**src/rtl/uart_pkg.sv**
```systemverilog
// Shared types and constants for the 8N1 UART receiver.
package uart_pkg;

  typedef enum logic [1:0] {
    IDLE  = 2'd0,
    START = 2'd1,
    DATA  = 2'd2,
    STOP  = 2'd3
  } rx_state_t;

  localparam int DEFAULT_CLKS_PER_BIT = 434;

endpackage

```
**src/rtl/sync_2ff.sv**
```systemverilog
// Two-flop synchronizer for an asynchronous single-bit input.
module sync_2ff #(
  parameter logic RESET_VAL = 1'b1
) (
  input  logic clk,
  input  logic rst_n,
  input  logic d,
  output logic q
);

  logic s1_q, s1_d;
  logic s2_q, s2_d;

  always_comb begin
    s1_d = d;
    s2_d = s1_q;
  end

  always_ff @(posedge clk) begin
    if (!rst_n) begin
      s1_q <= RESET_VAL;
      s2_q <= RESET_VAL;
    end else begin
      s1_q <= s1_d;
      s2_q <= s2_d;
    end
  end

  assign q = s2_q;

endmodule

```
**src/rtl/uart_rx_8n1.sv**
```systemverilog
// 8N1 UART receiver: mid-bit sampling from a cycle-count baud timer,
// start-glitch rejection, framing-error reporting with bad bytes discarded.
module uart_rx_8n1
  import uart_pkg::*;
#(
  parameter int CLKS_PER_BIT = DEFAULT_CLKS_PER_BIT
) (
  input  logic       clk,
  input  logic       rst_n,
  input  logic       rx,
  output logic [7:0] data_out,
  output logic       data_valid,
  output logic       framing_err,
  output logic       busy
);

  localparam int HALF_BIT = CLKS_PER_BIT / 2;
  localparam int CW       = $clog2(CLKS_PER_BIT);
  localparam logic [CW-1:0] CNT_LAST = CW'(CLKS_PER_BIT - 1);
  localparam logic [CW-1:0] CNT_HALF = CW'(HALF_BIT - 1);

  generate
    if (CLKS_PER_BIT < 4) begin : g_bad_param
      $error("uart_rx_8n1: CLKS_PER_BIT must be >= 4");
    end
  endgenerate

  logic rx_s;

  sync_2ff #(.RESET_VAL(1'b1)) u_sync (
    .clk   (clk),
    .rst_n (rst_n),
    .d     (rx),
    .q     (rx_s)
  );

  rx_state_t     state_q, state_d;
  logic [CW-1:0] cnt_q, cnt_d;
  logic [2:0]    idx_q, idx_d;
  logic [7:0]    shift_q, shift_d;
  logic [7:0]    data_q, data_d;
  logic          valid_q, valid_d;
  logic          ferr_q, ferr_d;
  logic          busy_q, busy_d;
  logic          prev_q, prev_d;
  logic [1:0]    settle_q, settle_d;

  always_comb begin
    state_d  = state_q;
    cnt_d    = cnt_q;
    idx_d    = idx_q;
    shift_d  = shift_q;
    data_d   = data_q;
    valid_d  = 1'b0;
    ferr_d   = 1'b0;
    prev_d   = rx_s;
    settle_d = (settle_q == 2'd3) ? settle_q : settle_q + 2'd1;

    case (state_q)
      IDLE: begin
        // The synchronizer resets to 1, so a line that is low at reset would
        // look like a falling edge; ignore edges until it holds real samples.
        if (settle_q == 2'd3 && prev_q && !rx_s) begin
          state_d = START;
          cnt_d   = '0;
        end
      end
      START: begin
        if (cnt_q == CNT_HALF) begin
          cnt_d = '0;
          if (!rx_s) begin
            state_d = DATA;
            idx_d   = 3'd0;
          end else begin
            state_d = IDLE;
          end
        end else begin
          cnt_d = cnt_q + 1'b1;
        end
      end
      DATA: begin
        if (cnt_q == CNT_LAST) begin
          cnt_d   = '0;
          shift_d = {rx_s, shift_q[7:1]};
          if (idx_q == 3'd7) begin
            state_d = STOP;
          end else begin
            idx_d = idx_q + 3'd1;
          end
        end else begin
          cnt_d = cnt_q + 1'b1;
        end
      end
      STOP: begin
        // Leave mid-stop-bit so a start bit right after it is still caught.
        if (cnt_q == CNT_LAST) begin
          cnt_d   = '0;
          state_d = IDLE;
          if (rx_s) begin
            data_d  = shift_q;
            valid_d = 1'b1;
          end else begin
            ferr_d = 1'b1;
          end
        end else begin
          cnt_d = cnt_q + 1'b1;
        end
      end
      default: begin
        state_d = IDLE;
        cnt_d   = '0;
      end
    endcase

    busy_d = (state_d != IDLE);
  end

  always_ff @(posedge clk) begin
    if (!rst_n) begin
      state_q  <= IDLE;
      cnt_q    <= '0;
      idx_q    <= 3'd0;
      shift_q  <= 8'h00;
      data_q   <= 8'h00;
      valid_q  <= 1'b0;
      ferr_q   <= 1'b0;
      busy_q   <= 1'b0;
      prev_q   <= 1'b1;
      settle_q <= 2'd0;
    end else begin
      state_q  <= state_d;
      cnt_q    <= cnt_d;
      idx_q    <= idx_d;
      shift_q  <= shift_d;
      data_q   <= data_d;
      valid_q  <= valid_d;
      ferr_q   <= ferr_d;
      busy_q   <= busy_d;
      prev_q   <= prev_d;
      settle_q <= settle_d;
    end
  end

  assign data_out    = data_q;
  assign data_valid  = valid_q;
  assign framing_err = ferr_q;
  assign busy        = busy_q;

endmodule

```
**config.mk**
```make
export PLATFORM = sky130hd
export DESIGN_NAME = uart_rx_8n1
export DESIGN_NICKNAME = d
export VERILOG_FILES = /design/src/rtl/uart_pkg.sv /design/src/rtl/sync_2ff.sv /design/src/rtl/uart_rx_8n1.sv
export SDC_FILE = /design/constraint.sdc
export NUM_CORES = 1
export LEC_CHECK = 0
export BUFFER_PORTS_ARGS = -buffer_cell sky130_fd_sc_hd__buf_2
export CORE_ASPECT_RATIO = 0.75
export CORE_MARGIN = 5
export CORE_UTILIZATION = 42
export CTS_CLUSTER_DIAMETER = 200
export DETAILED_ROUTE_END_ITERATION = 8
export PLACE_DENSITY = 0.71
export SYNTH_ARGS = -nofsm -noshare
export SYNTH_HDL_FRONTEND = slang
export SYNTH_SLANG_ARGS = --single-unit
```
**constraint.sdc**
```tcl
create_clock -name clk -period 2.7 [get_ports clk]
set_input_delay 0.27 -clock clk [delete_from_list [all_inputs] [get_ports clk]]
set_output_delay 0.27 -clock clk [all_outputs]
set_load 0.03 [all_outputs]
```
Word-level counts from Yosys, hierarchy flattened. Cells that the tools add are included.

Add/sub/neg operators: 3. Equality and inequality tests: 12. Mux-type cells: 18. Reductions and logical operators: 11.

Operators by type and width (count): 9-bit two-way mux (3); 9-bit one-hot mux with 3 select lines (1); 2-bit two-way mux (6); 3-bit two-way mux (4); 2-bit inequality test (second input constant) (5); 9-bit by 1-bit adder with 9-bit output (second input constant) (1); 9-bit by 8-bit == test with 1-bit output (second input constant) (1); 9-bit == test (second input constant) (1); 2-bit one-hot mux with 4 select lines (1); 2-bit == test (second input constant) (3); 3-bit one-hot mux with 2 select lines (1); 3-bit AND reduction (2); 5-bit AND reduction (1); 2-bit nonzero test (2); 3-bit by 1-bit adder with 3-bit output (second input constant) (1); 3-bit == test (second input constant) (1); 2-bit by 1-bit adder with 2-bit output (second input constant) (1); 2-bit by 1-bit == test with 1-bit output (second input constant) (1); 1-bit logical AND (2); 2-bit logical NOT (1); 1-bit two-way mux (2); 2-bit AND reduction (1); 2-bit OR reduction (1); 1-bit logical NOT (1).

Flip-flop bits (word level): 38. Bits of input ports: 3. Output and inout port bits: 11.

Longest topological paths before layout. Gate-level depths: netlist (run 1).

Depth after elaboration: 6. Depth in mapped cells: 7. Mapped depth without buffers: 6.

By module. Synthesis (run 1) repeated with hierarchy kept, for this count alone.

Cells, all modules: 185. Area total of the unflattened synthesis: 1760.4 um^2.

By module, submodules not included: uart_rx_8n1 (times used 1, cells each 181, area each 1707.9 um^2, sequential area each 720.7 um^2); sync_2ff (times used 1, cells each 4, area each 52.6 um^2, sequential area each 40.0 um^2).

Worst setup path before layout (run 1). Ideal clock, no wire load.

Kind: reg-to-reg. Start: reg cnt_q[0]. End: reg idx_q[0]. Library setup time: 0.118 ns. Arrival: 1.793 ns. Required time: 2.582 ns. Slack: 0.789 ns. Cell stages (with the launch flop): 7. Buffers on the path: 0. Period minus slack after synthesis: 1.911 ns. Path through: dfxtp_1 -> inv_1 -> ha_1 -> or4b_1 -> or3_4 -> o32a_4 -> mux2i_1.

Cells in the longest elaborated chain, start to end: 3. Elaborated cells on any way between the ends: 5. Those cells by class: 4 x eq/ne; 1 x reduce/logical.

RTL lines: start: declaration (RTL line uart_rx_8n1.sv:38) `logic [CW-1:0] cnt_q, cnt_d;`; start signal: assignment (RTL line uart_rx_8n1.sv:132) `cnt_q <= cnt_d;`; 9-bit == test or 9-bit by 8-bit == test with 1-bit output (tied branches) (RTL line uart_rx_8n1.sv:82, uart_rx_8n1.sv:69); 2-bit inequality test (no source line); 5-bit AND reduction (no source line) (*); end signal: assignment (RTL line uart_rx_8n1.sv:133) `idx_q <= idx_d;`; end: declaration (RTL line uart_rx_8n1.sv:39) `logic [2:0] idx_q, idx_d;`.

Every way passes the cells marked *; elsewhere a longest branch is shown, timed or not. A chain may end at the register's enable or synchronous reset.

Worst setup path after layout (run 1).
Start: reg cnt_q[1]. End: reg cnt_q[4].

Cells in the longest elaborated chain, start to end: 3. Elaborated cells on any way between the ends: 6. Those cells by class: 1 x add/sub; 2 x eq/ne; 3 x mux.

RTL lines: 9-bit by 1-bit adder with 9-bit output, or another cell as far along (RTL line uart_rx_8n1.sv:78, uart_rx_8n1.sv:91, uart_rx_8n1.sv:106); 9-bit two-way mux, on equally long branches (RTL line uart_rx_8n1.sv:82, uart_rx_8n1.sv:96, uart_rx_8n1.sv:69); 9-bit one-hot mux with 3 select lines (*) (RTL line uart_rx_8n1.sv:59) `case (state_q)`.

Marks and branches as above.

==> summary.txt, run 1 <==
Outcome
  – Status: complete, no violations

Drt
  – WL/cell: 13.25 microns
  – Met2 WL: 1458 microns
  – M1 WL: about 1700 microns
  – Met3 WL: 209 microns
  – Wirelength, routed: 3431 microns
  – Starting DRT DRC Count: approximately 220
  – Via count: roughly 1400
  – Avg Vias per Cell: 5.274
  – Routed Antenna Nets: 0
  – Router iterations before antenna repair: 5
  – # DRC: 0
  – Top sig layer: met4

Logic synthesis
  – Post-synth top area cell: dfxtp_1
  – Cells after Synth: between 150 and 200
  – Syn_nets: 200
  – Seq cells post-synth: 38
  – Main synth FF type: dfxtp_1
  – Seq/Total Area, Yosys: 0.4330
  – Syn Area/Cell: between 9 and 10 sq um
  – Ys async rst share: 0
  – Synth cell types: 40
  – Synth area leaders: dfxtp_1 43%, mux2i_1 11%, nor2_1 4.5%
  – Cell Area, Synth: 0.001757 sq mm
  – Total number of yosys warnings: 0
  – Share of the synthesized area in the top cell type: 0.4330
  – Top cells by count, synth: 38 x dfxtp_1, 21 x nor2_1, 20 x mux2i_1
  – Post-synth EDFFs: 0
  – Top-count cell post-synth: dfxtp_1

Place
  – I/O Buffers: 13
  – Dpl ws: 718.2 ps
  – Post-DP HPWL: 2339 microns
  – Routability Congestion: 0.8680

Critical path
  – CP Class: reg -> reg
  – Crit-path max FO: 9
  – Critical Path AT: about 2200 ps
  – Worst setup SP type: flop
  – Crit end category: flop
  – CP required: ~2900 ps

Floorplanning
  – Die width: 84.68 microns
  – Chip height: ~66 microns
  – Io pins: 14
  – Initial Utilization: 0.4333
  – Core Footprint: a little over 0.004 sq mm
  – Row Count: 20
  – Die area: 0.005589 sq mm

Pwr
  – Internal Pwr Total: roughly 0.95 mW
  – Peak VDD IR: 0.2852 mV
  – Total leakage power: 0.7487 nW
  – Power Density: between 500 and 600 mW/mm^2
  – Switching power: between 0.2 and 0.25 mW
  – Clk pwr share: 0.483
  – Sw frac: 0.1981
  – Combinational share of power: 0.032
  – Sequential power share: 0.485

Hold path
  – Hold Crit Class: in -> reg

Final layout
  – N_diodes: 0
  – Layout area overhead: 13.68%
  – Layout cells sized above 1: 0.1471
  – Fill cell count: 371
  – Nets: 212

Timing
  – Fmax: about 500 MHz
  – Crit path time final: 2023 ps
  – Unrepaired setup endpoints after global routing: no
  – Final worst setup slack: 676.8 ps
  – Max Clock Skew: approximately 4.8 ps
  – Period utilization: 0.7493
  – Worst slew margin: 0.3961
  – Setup TNS: 0 ps
  – Setup Viol. Count Final: 0
  – Least-Margin Pin Slew: 904.8 ps
  – Fin. max-slew vios: 0
  – Final hold violation count: 0

Global routing
  – Total grt overflow: 0
  – Largest net degree at the start of global routing: 31
  – Initial antenna violation count: 0
  – GR Util All Layers: 0.1339
  – Vias in the first global route: roughly 1300
  – First-pass GRT wire length: 6003 microns

Clock tree
  – Clock slew seen by the registers of the worst setup and hold paths: 70 ps
  – Num CTS Buffers: 5
  – CTS tree: done
  – Clock Sinks: 38
  – Htree depth: 2
  – Clock buffer depth: 2
  – Latest clock arrival within the worst-skew pair: 290 ps
  – Post-CTS Setup Bufs: 0
  – Hold buffer count at CTS: 0
  – Clk root buf: clkbuf_8
  – Post-cts sizing count: 0

Run
  – Max Cap Viol: 0
==> cells by family (layout without fill, tap and decap cells) <==
logic type | count (synthesis) | in the layout | share of synthesized area
AND/OR/NAND/NOR | 77 | 77 | 0.2372
multiplexers | 20 | 20 | 0.1140
AO/OA/AOI/OAI | 32 | 32 | 0.1268
flip-flops | 38 | 38 | 0.4330
adder cells (fa/ha/maj) | 6 | 6 | 0.04273
buffers and inverters | 17 | 30 | 0.04131
XOR/XNOR | 1 | 1 | 0.004987
==> final timing paths <==
check	from	to	slack, ps	depth (start not counted)
min reg2reg	u_sync.s1_q	u_sync.q	410	1
max reg2reg	cnt_q[1]	cnt_q[4]	680	6
min	rx	u_sync.s1_q	150	2
max	cnt_q[1]	cnt_q[4]	680	6
==> metal layers <==
layer,global-route usage,vias up
met5,0,-
met4,0.05138,0
met3,0.03985,6
met2,0.2061,39
met1,0.1768,612
li1,-,709
==> flip-flops by register name, summed over array words and instances (netlist names), 2 cells and up <==
name,cells
cnt_q,9
data_out,8
idx_q,3
settle_q,2
shift_q,8
state_q,2
==> power by group through the flow <==
| stage | Sequential [mW] | Clock, mW | Combinational, mW |
|---|---|---|---|
| 2_1_floorplan | 0.588 | 0 | 0.0293 |
| 3_3_place_gp | 0.589 | 0 | 0.0362 |
| 3_5_place_dp | 0.589 | 0 | 0.0369 |
| 4_1_cts | 0.577 | 0.582 | 0.0382 |
| 5_1_grt | 0.578 | 0.613 | 0.0442 |
| 6_report | 0.577 | 0.575 | 0.0377 |
==> final cells by class <==
| type | instances | area (sq um) | share of cell area |
|---|---|---|---|
| multi-input combinational | 136 | 923.4 | 0.4624 |
| sequential | 38 | 760.7 | 0.3810 |
| timing repair buffer | 15 | 80.08 | 0.04010 |
| clock buffer | 5 | 68.82 | 0.03446 |
| clock inverter | 3 | 68.82 | 0.03446 |
| tap | 55 | 68.82 | 0.03446 |
| inverter | 7 | 26.28 | 0.01316 |
==> cells in the final DEF, fill, tap and decap left out, types with 5 or more instances in the layout <==
cell type	synthesis	layout
buf_2	0	13
dfxtp_1	38	38
ha_1	6	6
mux2i_1	20	20
nor2_1	21	21
nand2b_1	5	5
o22ai_1	5	5
nand2_1	16	16
nand3_1	7	7
nor3_1	10	10
clkbuf_8	0	5
a21oi_1	8	8
inv_1	7	7
==> through the flow <==
step / area, sq um / utilization / power, mW / hold WS (ps) / cells
after global placement: 1859 / 0.4586 / 0.6253 / 398.1 / 251
after global routing: 1997 / 0.4926 / 1.235 / 156.0 / 259
final: 1997 / 0.4926 / 1.189 / 152.3 / 259
after floorplan: 1757 / - / 0.6169 / 343.0 / 191
after detailed placement: 1859 / 0.4586 / 0.6257 / 398.1 / 251
after CTS: 1997 / 0.4926 / 1.197 / 153.0 / 259
==> critical path, stage by stage (launching register included) <==
cell and delay [ps]:
dfxtp_1 400, inv_1 90, ha_1 190, and4b_2 260
a21oi_1 550, o21bai_1 150, a221oi_1 290
No activity file was read; power rests on OpenSTA's default activity.
==> run 2, diff against run 1 <==
--- a/config.mk
+++ b/config.mk
@@ -11,7 +11,7 @@
 export CORE_UTILIZATION = 42
 export CTS_CLUSTER_DIAMETER = 200
 export DETAILED_ROUTE_END_ITERATION = 8
-export PLACE_DENSITY = 0.71
+export PLACE_DENSITY = 0.74
 export SYNTH_ARGS = -nofsm -noshare
 export SYNTH_HDL_FRONTEND = slang
 export SYNTH_SLANG_ARGS = --single-unit
==> constraint.sdc (replaced) <==
create_clock -name clk -period 1.8 [get_ports clk]
set_input_delay 0.18 -clock clk [delete_from_list [all_inputs] [get_ports clk]]
set_output_delay 0.18 -clock clk [all_outputs]
set_load 0.03 [all_outputs]
==> run 2 against run 1 <==
Effect of this change: the flow now finishes with violations (negative setup slack); sequential power up 50%; worst hold slack worse by 73 ps; die area unchanged; count of clock-buffer cells in the layout up 1; critical path type unchanged; critical endpoint is now idx_q[1]; largest power group unchanged.
==> summary.txt, run 2 (same netlist as run 1, synthesis figures left out) <==
Critical path
  – CP Cell Sequence: inv_2, ha_4, or4b_1, or3_4, o32a_4, mux2i_1
  – Critical Path Max Stage Delay: 430 ps
  – Worst setup SP type: flop
  – R2R Path End: idx_q[1]
  – CP required: slightly below 2000 ps
  – CP Class: reg -> reg
  – Critical path buffer and inverter count: 1
  – Crit-path max FO: 3
  – Worst-case reg-to-reg path depth: 6
  – R2R Setup Slk: -80 ps
  – Crit end category: flop
  – Critical path depth: 6
  – Worst R2R Start: cnt_q[1]
  – CP max stage cell: or4b_1
  – Critical Path AT: 2060 ps
  – Worst path top cell family by delay: simple AND/OR/NAND/NOR gates

Final layout
  – Most common cell after layout, fill and taps aside: dfxtp_1
  – Layout cells sized above 1: 0.2793
  – Nets: between 200 and 250
  – Non-filler instance count after layout: about 280
  – Final core occ: 0.5343
  – Layout area overhead: 23.29%
  – Most frequent cells in the layout: 36 x dfxtp_1, 21 x nor2_1, 20 x mux2i_1
  – Max reg flops: 9
  – N_diodes: 0
  – Most flops, register: cnt_q

Timing
  – Unrepaired setup endpoints after global routing: yes
  – Period utilization: 1.043
  – Final hold violation count: 0
  – Crit path time final: 1877 ps
  – Fmax: around 530 MHz
  – Fin. max-slew vios: 0
  – Worst slew margin: 0.7551
  – Setup Viol. Count Final: 4
  – Final worst setup slack: -76.56 ps
  – Least-Margin Pin Slew: between 300 and 400 ps
  – Max Clock Skew: approximately 7.9 ps

Drt
  – # DRC: 0
  – Router iterations before antenna repair: 4
  – Wirelength, routed: 3918 microns
  – Routed Antenna Nets: 0
  – Met2 WL: 1698 microns
  – Starting DRT DRC Count: 111
  – Met3 WL: just under 300 microns
  – M1 WL: 1850 microns
  – Avg Vias per Cell: 5.303
  – Via count: 1469
  – WL/cell: 14.14 microns
  – Top sig layer: met4

Clock tree
  – Hold buffer count at CTS: 0
  – Latest clock arrival within the worst-skew pair: around 300 ps
  – Clock Sinks: 38
  – Htree depth: 2
  – CTS tree: done
  – Clock slew seen by the registers of the worst setup and hold paths: 70 ps
  – Clk root buf: clkbuf_8
  – Clock buffer depth: 2
  – Num CTS Buffers: 5

Global routing
  – First-pass GRT wire length: 6382 microns
  – Largest net degree at the start of global routing: 16
  – Total grt overflow: 0
  – GR Util All Layers: 0.1478
  – Vias in the first global route: 1347
  – Initial antenna violation count: 0

Place
  – I/O Buffers: 13
  – Placed insts: 268
  – Post-DP HPWL: around 2700 microns
  – Routability Congestion: 0.8471

Hold path
  – Beginning of the worst hold path: rx
  – Hold Path End: u_sync.s1_q
  – Hold Crit Class: in -> reg
  – Hold depth: 2

Floorplanning
  – Row Count: 20
  – Core Footprint: 0.004054 sq mm
  – Io pins: 14
  – Die area: about 0.0056 sq mm
  – Chip height: 66.01 microns
  – Die width: between 80 and 90 microns
  – Initial Utilization: 0.4333

Pwr
  – Total leakage power: 0.8415 nW
  – Peak VDD IR: 0.3716 mV
  – Power Density: 713.2 mW/mm^2
  – Pwr Total: around 1.5 mW

Run
  – Max Cap Viol: 0

Outcome
  – Failing checks: negative setup slack
  – Status: finished with violations
[run 2: changes by cell type in the layout (fill, tap and decap cells not counted), sizes merged]
cell      delta
buf         +18
clkinvlp     +1
bufinv       -2
clkbuf       +1
[run 2: routing by layer]
layer | vias to the layer above | track usage
li1 | 751 | -
met1 | 669 | 0.2021
met2 | 40 | 0.2070
met3 | 9 | 0.05230
met4 | 0 | 0.06719
met5 | - | 0
[run 2: worst max-delay path by stage]
| stage | start | endpoint | slack [ps] |
|---|---|---|---|
| floorplan | cnt_q[1] | idx_q[0] | -80 |
| global route | cnt_q[1] | idx_q[1] | -160 |
| detailed placement | cnt_q[1] | idx_q[1] | -120 |
| global placement | cnt_q[1] | idx_q[1] | -90 |
| finish | cnt_q[1] | idx_q[1] | -80 |
| CTS | cnt_q[1] | idx_q[1] | -90 |
[run 2: cell type report]
type,instances,area (sq um)
clock buffers,6,82.58
clock inverters,2,12.51
flip-flops and latches,38,763.2
well taps,55,68.82
multi-input cells,136,989.7
repair buffers,33,222.7
fillers,375,1888
inverters,7,26.28
[run 2: report_power, final]
part / total [mW] / switching (mW) / internal, mW
logic: 0.0715 / 0.0421 / 0.0294
clock network: 0.610 / 0.303 / 0.308
registers: 0.863 / 0.00857 / 0.854
[run 2: through the flow]
stage,cell area [sq um],worst slack [ps],hold slack (ps),TNS [ps]
after floorplan,1772,-76.97,253.0,-230.9
after global placement,2002,-87.65,375.9,-261.7
after detailed placement,2002,-120.1,371.2,-334.6
after CTS,2111,-86.60,79.34,-237.2
after global routing,2166,-164.9,79.46,-515.4
final,2166,-76.56,79.05,-229.0
[run 2: what timing repair did]
action / in CTS / in global routing
setup buffers: 1 / 1
endpoints found under the setup margin: 4 / 24
pin swaps: 1 / 8
resized for setup: 1 / 11
